[config.mk]
export PLATFORM = sky130hd
export DESIGN_NAME = mpmc10_strip_seq
export DESIGN_NICKNAME = d
export VERILOG_FILES = /design/src/rtl/mpmc10_strip_seq.sv
export SDC_FILE = /design/constraint.sdc
export NUM_CORES = 1
export LEC_CHECK = 0
export ABC_AREA = 1
export CORE_MARGIN = 3
export CORE_UTILIZATION = 30
export DETAILED_ROUTE_END_ITERATION = 10
export HOLD_SLACK_MARGIN = 0.12
export PLACE_DENSITY = 0.55
export SLEW_MARGIN = 10
export SYNTH_ARGS = -nofsm -noshare
export SYNTH_HDL_FRONTEND = slang
export SYNTH_SLANG_ARGS = --single-unit
[constraint.sdc]
create_clock -name clk -period 2.1 [get_ports clk]
set_input_delay 0.315 -clock clk [delete_from_list [all_inputs] [get_ports clk]]
set_output_delay 0.315 -clock clk [all_outputs]
set_load 0.03 [all_outputs]
[src/rtl/mpmc10_strip_seq.sv]
// mpmc10_strip_seq: read-burst sequencer for the mpmc10 memory controller.
// Issues num_strips+1 strip read commands to the MIG application interface,
// stepping the address by one strip per accepted command, counts returning
// read-data beats, and pulses done once the last strip has arrived.
// Optional no-progress watchdog: define MPMC10_STRIP_TIMEOUT_EN.
module mpmc10_strip_seq #(
  parameter int unsigned ADDR_W      = 32,
  parameter int unsigned STRIP_BYTES = 16,
  parameter int unsigned TIMEOUT     = 1023
) (
  input  logic              clk,
  input  logic              rst,
  input  logic              start,
  input  logic [ADDR_W-1:0] addr,
  input  logic [5:0]        num_strips,
  output logic              busy,
  output logic              app_en,
  output logic [2:0]        app_cmd,
  output logic [ADDR_W-1:0] app_addr,
  input  logic              app_rdy,
  input  logic              app_rd_data_valid,
  output logic [5:0]        req_cnt,
  output logic [5:0]        resp_cnt,
  output logic              done,
  output logic              timeout
);

  localparam int unsigned Shift = $clog2(STRIP_BYTES);

  localparam logic [1:0] StIdle  = 2'd0;
  localparam logic [1:0] StIssue = 2'd1;
  localparam logic [1:0] StWait  = 2'd2;
  localparam logic [1:0] StDone  = 2'd3;

  logic [1:0]        state_q, state_d;
  logic [ADDR_W-1:0] base_q, base_d;
  logic [5:0]        nstr_q, nstr_d;
  logic [5:0]        req_q, req_d;
  logic [5:0]        resp_q, resp_d;
  logic              timeout_q, timeout_d;
  logic              wd_fire;
  logic              active;

  // Sub-strip address bits are discarded when the base is captured.
  logic [Shift-1:0]  unused_addr_lo;
  assign unused_addr_lo = addr[Shift-1:0];

  assign active = (state_q == StIssue) || (state_q == StWait);

`ifdef MPMC10_STRIP_TIMEOUT_EN
  localparam int unsigned WdW = ($clog2(TIMEOUT + 1) > 10) ? $clog2(TIMEOUT + 1) : 10;

  logic [WdW-1:0] wd_q, wd_d;
  logic           progress;

  // No-progress counter: cleared by start, an accepted command or a data beat.
  always_comb begin
    wd_d     = wd_q;
    progress = ((state_q == StIssue) && app_rdy) || app_rd_data_valid;
    if ((state_q == StIdle) && start) begin
      wd_d = '0;
    end else if (active) begin
      wd_d = progress ? '0 : wd_q + 1'b1;
    end
  end

  assign wd_fire = active && (wd_q == WdW'(TIMEOUT));

  // Watchdog counter register.
  always_ff @(posedge clk) begin
    if (rst) begin
      wd_q <= '0;
    end else begin
      wd_q <= wd_d;
    end
  end
`else
  logic unused_timeout_param;
  assign unused_timeout_param = ^TIMEOUT;
  assign wd_fire = 1'b0;
`endif

  // Next-state, capture and strip counting.
  always_comb begin
    state_d   = state_q;
    base_d    = base_q;
    nstr_d    = nstr_q;
    req_d     = req_q;
    resp_d    = resp_q;
    timeout_d = timeout_q;

    // Beats only count while a burst is in flight; saturate at nstr.
    if (active && app_rd_data_valid && (resp_q != nstr_q)) begin
      resp_d = resp_q + 6'd1;
    end

    case (state_q)
      StIdle: begin
        if (start) begin
          base_d    = {addr[ADDR_W-1:Shift], {Shift{1'b0}}};
          nstr_d    = num_strips;
          req_d     = '0;
          resp_d    = '0;
          timeout_d = 1'b0;
          state_d   = StIssue;
        end
      end
      StIssue: begin
        if (app_rdy) begin
          if (req_q == nstr_q) begin
            state_d = StWait;
          end else begin
            req_d = req_q + 6'd1;
          end
        end
      end
      StWait: begin
        // The final-strip beat is only honoured here; in ISSUE it is ignored.
        if (app_rd_data_valid && (resp_q == nstr_q)) begin
          state_d = StDone;
        end
      end
      StDone: begin
        state_d = StIdle;
      end
      default: begin
        state_d = StIdle;
      end
    endcase

    if (wd_fire) begin
      state_d   = StDone;
      timeout_d = 1'b1;
    end
  end

  // State and counter registers.
  always_ff @(posedge clk) begin
    if (rst) begin
      state_q   <= StIdle;
      base_q    <= '0;
      nstr_q    <= '0;
      req_q     <= '0;
      resp_q    <= '0;
      timeout_q <= 1'b0;
    end else begin
      state_q   <= state_d;
      base_q    <= base_d;
      nstr_q    <= nstr_d;
      req_q     <= req_d;
      resp_q    <= resp_d;
      timeout_q <= timeout_d;
    end
  end

  // Outputs decode registers only; nothing from app_rdy/app_rd_data_valid.
  assign busy     = (state_q != StIdle);
  assign app_en   = (state_q == StIssue);
  assign done     = (state_q == StDone);
  assign app_cmd  = 3'b001;
  assign app_addr = base_q + (ADDR_W'(req_q) << Shift);
  assign req_cnt  = req_q;
  assign resp_cnt = resp_q;
  assign timeout  = timeout_q;

endmodule
==> results of run 1 <==
-- through the flow --
| stage | TNS, ns | hold WS, ns | power (mW) | std cells |
|---|---|---|---|---|
| 2_1_floorplan | -0.0144 | 0.374 | 3.48 | 479 |
| 3_3_place_gp | -0.0317 | 0.483 | 4.52 | 700 |
| 3_5_place_dp | -0.0820 | 0.484 | 4.55 | 700 |
| 4_1_cts | -4.45 | 0.514 | 5.53 | 717 |
| 5_1_grt | -6.62 | 0.524 | 6.00 | 721 |
| 6_report | -4.40 | 0.509 | 5.57 | 721 |
-- final timing paths --
check | from | to | slack [ns] | cells past startpoint
max | req_cnt[0] | app_addr[12] | -0.31 | 9
min | base_q[4] | base_q[4] | 0.51 | 2
max reg2reg | state_q[1] | req_cnt[1] | 0.18 | 9
min reg2reg | base_q[4] | base_q[4] | 0.51 | 2
-- per-layer routing --
metal  part of all wire, %  GRT usage, %  vias up
li1                      -             -     1717
met1                    46          20.8     1488
met2                    49          29.4       75
met3                   4.0          2.55       15
met4                  0.99          3.43        0
met5                     0             0        -
-- cells in the mapped netlist (all sizes together), types with 11 or more instances --
master	n	area [sq um]
nand2	110	438
nand4	17	119
xor2	17	149
nand3	16	90.1
clkbuf	11	41.3
o21ai	41	216
dfxtp	48	961
a21oi	31	166
nor2	75	322
inv	56	210
ha	13	163
-- critical path, delay by kind of cell (launching register included) --
kind                       cells  cell delay (ns)
AOI/OAI and AO/OA              2             0.31
xor gates and xnor gates       1             0.12
adders and majority gates      2             0.49
buffers and inverters          3             0.30
DFF                            1             0.37
and+or+nand+nor                1             0.20
-- kinds of logic after synthesis --
family | synth area share, %
compound gates | 12.8
fa+ha+maj | 5.74
xor+xnor | 6.88
simple gates | 34.3
buf+inv | 9.80
flops | 30.2
other cells | 0.236
-- power by group --
group | switching [mW] | internal [mW] | total [mW]
Combinational | 2.02 | 1.39 | 3.41
Sequential | 0.283 | 1.18 | 1.46
Clock | 0.330 | 0.373 | 0.703
Total | 2.64 | 2.94 | 5.57
-- state kept, by name (all words and copies together) (netlist names) --
name	count
base_q	28
nstr_q	6
req_cnt	6
resp_cnt	6
state_q	2
-- area by class of cell --
class	instances	share of cell area (%)
inverters	56	4.12
repair buffers	120	23.0
clock buffers	8	2.38
well taps	133	3.26
multi-input cells	356	47.9
flip-flops and latches	48	19.4
-- timing repair --
action,CTS,global route
setup buffers,10,4
resized for setup,74,21
pin swaps,20,19
hold buffers,0,0
endpoints found under the hold margin,0,0
endpoints found under the setup margin,27,25
==> metrics.txt, run 1 <==
Cells after Synth approximately 470; # setup viols final 24; Synth Area per Inst 6.72 sq um; Post-Route Utilization ~51%; number of I/O port buffers slightly above 80; gp weighted congestion approximately 0.86; antenna-violating nets left 0; Area Growth Syn to Fin 60.3%; row count 36; htree depth 2; YS warnings 0; Setup crit end kind primary output; worst vdd ir 0.000890 V; CTS tree done; slowest cell on the critical path dfxtp_4; leading cell type in the layout, fill and taps excluded nand2_1; vias in the first global route between 3k and 4k; RSZ-0062 raised after global routing true; critical path arrival approximately 2.1 ns; vias per cell 4.57; nets 644; worst-path maximum fanout 4; main flop type after synthesis dfxtp_1; Final Cycle Share 115%; post-route cell area slightly above 0.005 sq mm; layout cells sized above 1 29.8%; via count 3295; cell area after synthesis between 0.003 and 0.004 sq mm; aggregate routed wire length 9.60 mm; largest net degree at the start of global routing 40; CTS Root Buffer Type clkbuf_8; die height 109 um; core area about 0.01 sq mm; Area after DPL around 0.0045 sq mm; register area share after synthesis 30.2%; number of enable flip-flop cells after synthesis 0; MaxCap Viol Count 0; Setup crit start kind register; drt first pass iters 4; Max stage delay on crit path 0.37 ns; Multi-input gate area ~0.0024 sq mm; crit-path cells ha_4 > inv_2 > fa_2 > o21ai_4 > a21boi_4 > nor2_4 > buf_6 > xor2_2 > buf_6; drt wl/cell ~13 um; outcome finished with violations; Final Max Tran Viols 0; synth unique cells 34; grt total ovfl 0; ys async rst share 0%; Clock Tree Buf Depth 2; Worst-path clk slew roughly 0.090 ns; Min-Delay Path Class reg2reg; clk_lat worst skew 0.30 ns; initial antenna violation count 0; num ports 94; setup slack after placement -0.0568 ns; Starting Density a little under a third; total track usage roughly 16%; Required @ worst endpoint 1.78 ns; die area around 0.012 sq mm; fin crit period between 2 and 2.5 ns; Die X 109 um; PD cells about 1100 mW/mm^2; FF/Latch Area 988 sq um; fill cell count just under 1k; Synth Register Bits 48; first-pass GRT wire length 15.7 mm; Antenna Cells 0; DRC errors left 0; leakage approximately 2.2 nW; failing checks setup timing; crit path kind reg2out; clk_skew between 0.01 and 0.015 ns; TritonCTS buffer count 5; HPWL after DPL 7.43 mm; final number of hold-violating endpoints 0; Clock Sinks 48; worst setup margin -0.313 ns; Fmax a little over 400 MHz; most frequent cells in the layout 92 x nand2_1, 65 x nor2_1, 52 x clkdlybuf4s50_1, 49 x inv_1, 38 x o21ai_0; 1st-iter DRT viols 109; cell mode on critical path buf_6
Note: power is estimated with default switching activity, not from simulation.
==> run 2: changes to the inputs <==
- GPL_TIMING_DRIVEN: not set -> 0
- SETUP_SLACK_MARGIN: not set -> 0.15
==> run 2 against run 1 <==
The flow still finishes with violations (setup timing). Critical path depth stayed put. Worst setup slack got worse by 0.011 ns. Worst hold slack lost 0.0016 ns.
==> metrics.txt, run 2 (synthesis gave the netlist of run 1 again) <==
outcome finished with violations; failing checks setup timing; grt total ovfl 0 (unchanged); gp weighted congestion 0.831 (-3.7%); Starting Density 31.7% (unchanged); sw power 2.72 mW (+3.1%); Area after DPL 0.00453 sq mm (+1.6%); final number of hold-violating endpoints 0 (unchanged); Fmax 412 MHz (-0.47%); largest net degree at the start of global routing 14 (-65%); initial antenna violation count 0 (unchanged); total track usage 18.2% (+1.7 points); worst rel slew slack 64.6%; Largest Register base_q; Max stage delay on crit path 0.37 ns (about the same); slowest cell on the critical path dfxtp_4; CTS Root Buffer Type clkbuf_8; CTS tree done; via count 3459 (+5.0%); antenna-violating nets left 0 (unchanged); aggregate routed wire length 10.5 mm (+9.4%); max reg flops 28 (unchanged); fill cell count 1009 (+3.1%); WHS 0.507 ns (-0.00160 ns); # setup viols final 24 (unchanged); htree depth 2 (unchanged); Final Max Tran Viols 0 (unchanged); Die X 109 um (unchanged); clk_skew 0.00385 ns (-0.00730 ns); Setup crit start kind register; leading cell type in the layout, fill and taps excluded nand2_1; nets 664 (+3.1%); overall power consumption 5.60 mW (+0.38%); first-pass GRT wire length 16.8 mm (+6.9%); Clock Tree Buf Depth 2 (unchanged); worst setup margin -0.325 ns (-0.0114 ns); Min-Delay Path Class reg2reg; 1st-iter DRT viols 80 (-27%); switching share of total power 48.6% (+1.3 points); Area Growth Syn to Fin 66.6%; die area 0.0119 sq mm (unchanged); MaxCap Viol Count 0 (unchanged); number of I/O port buffers 81 (unchanged); die height 109 um (unchanged); Post-CTS Hold Buffers 0 (unchanged); Slew @ Worst Pin between 0.5 and 0.6 ns; Post-Route Utilization 52.8% (+2.0 points); vias per cell 4.67 (+2.1%); worst vdd ir 0.000875 V (-1.7%); clock share of power 10.6% (-2.0 points); fin crit period 2.42 ns (+0.0114 ns); most frequent cells in the layout 92 x nand2_1, 65 x nor2_1, 52 x clkdlybuf4s50_1, 47 x inv_1, 38 x o21ai_0; leakage 2.30 nW (+2.9%); drt first pass iters 4 (unchanged); num ports 94 (unchanged); Worst-path clk slew 0.09 ns (about the same); RSZ-0062 raised after global routing true; PD cells 1060 mW/mm^2 (-3.5%); DRC errors left 0 (unchanged); Antenna Cells 0 (unchanged); Multi-input gate area 0.00252 sq mm (+3.4%); post-route cell area 0.00530 sq mm (+4.0%); Final TNS setup -5.32 ns (-0.915 ns); clk_lat worst skew 0.30 ns (about the same); worst-path maximum fanout 6 (+2); Clock Sinks 48 (unchanged); core area 0.0100 sq mm (unchanged); Required @ worst endpoint 1.78 ns (about the same); layout cells sized above 1 31.4% (+1.7 points); FF/Latch Area 996 sq um (+0.76%); TritonCTS buffer count 5 (unchanged); row count 36 (unchanged); Logic pwr share 62.5% (+1.3 points); sequential share of power 27.0% (+0.8 points); HPWL after DPL 7.84 mm (+5.5%); Power Internal 2.88 mW (-2.0%); vias in the first global route 3395 (-0.15%); Setup crit end kind primary output; crit path kind reg2out; Final Cycle Share 115% (+0.54 points); critical path arrival 2.11 ns (about the same); drt wl/cell 14.2 um (+6.4%); crit-path cells ha_4 > a21oi_4 > o21ai_4 > a21boi_4 > buf_4 > inv_2 > nand2_4 > xor2_4 > buf_6
## run 2: changes by cell type in the layout (fill, tap and decap cells not counted), moves of 3 or more
cell,change
clkbuf_1,+10
dfxtp_2,-3
dfxtp_4,+3
buf_6,+3
clkbuf_2,+4
## run 2: metal layers
layer	share of wire, %	track usage (%)	vias up	wire [um]
li1	-	-	1770	-
met1	43	22.5	1596	4560
met2	51	32.8	82	5360
met3	4.2	2.49	11	436
met4	1.4	5.05	0	145
met5	0	0	-	0
## run 2: what timing repair did
item	4_1_cts	5_1_grt
pin swaps	26	23
endpoints found under the setup margin	39	43
setup buffers	23	17
resized for setup	240	28
## run 2: worst max-delay path, delay by kind of cell (launching register included)
family	cells	cell delay (ns)
XOR/XNOR	1	0.15
AO/OA/AOI/OAI	3	0.55
AND/OR/NAND/NOR	1	0.09
buffers and inverters	3	0.36
adder cells (fa/ha/maj)	1	0.29
flip-flops	1	0.37
## run 2: path summary, 6_finish.rpt
kind / start / to / depth (start not counted) / slack [ns]
worst max-delay path: req_cnt[3] / app_addr[26] / 9 / -0.32
worst min-delay path: base_q[31] / base_q[31] / 2 / 0.51
worst max register to register: state_q[1] / req_cnt[0] / 9 / 0.34
worst min register to register: base_q[31] / base_q[31] / 2 / 0.51
## run 2: layout make-up
type	count	area share [%]
Multi-Input combinational cell	356	47.6
Timing Repair Buffer	121	22.7
Inverter	56	4.01
Tap cell	133	3.14
Buffer	19	1.98
Sequential cell	48	18.8
Clock buffer	8	1.70
## run 2: through the flow
step / setup slack (ns) / instances
after floorplan: -0.00767 / 479
after global placement: -0.702 / 693
after detailed placement: -0.704 / 693
after CTS: -0.472 / 724
after global routing: -0.414 / 741
final: -0.325 / 741
## run 2: power by group through the flow
| stage | registers, mW | clock network, mW | logic, mW |
|---|---|---|---|
| after floorplan | 1.53 | 0 | 2.01 |
| after global placement | 1.55 | 0 | 3.00 |
| after detailed placement | 1.54 | 0 | 3.03 |
| after CTS | 1.51 | 0.617 | 3.41 |
| after global routing | 1.55 | 0.642 | 3.85 |
| final | 1.51 | 0.591 | 3.50 |
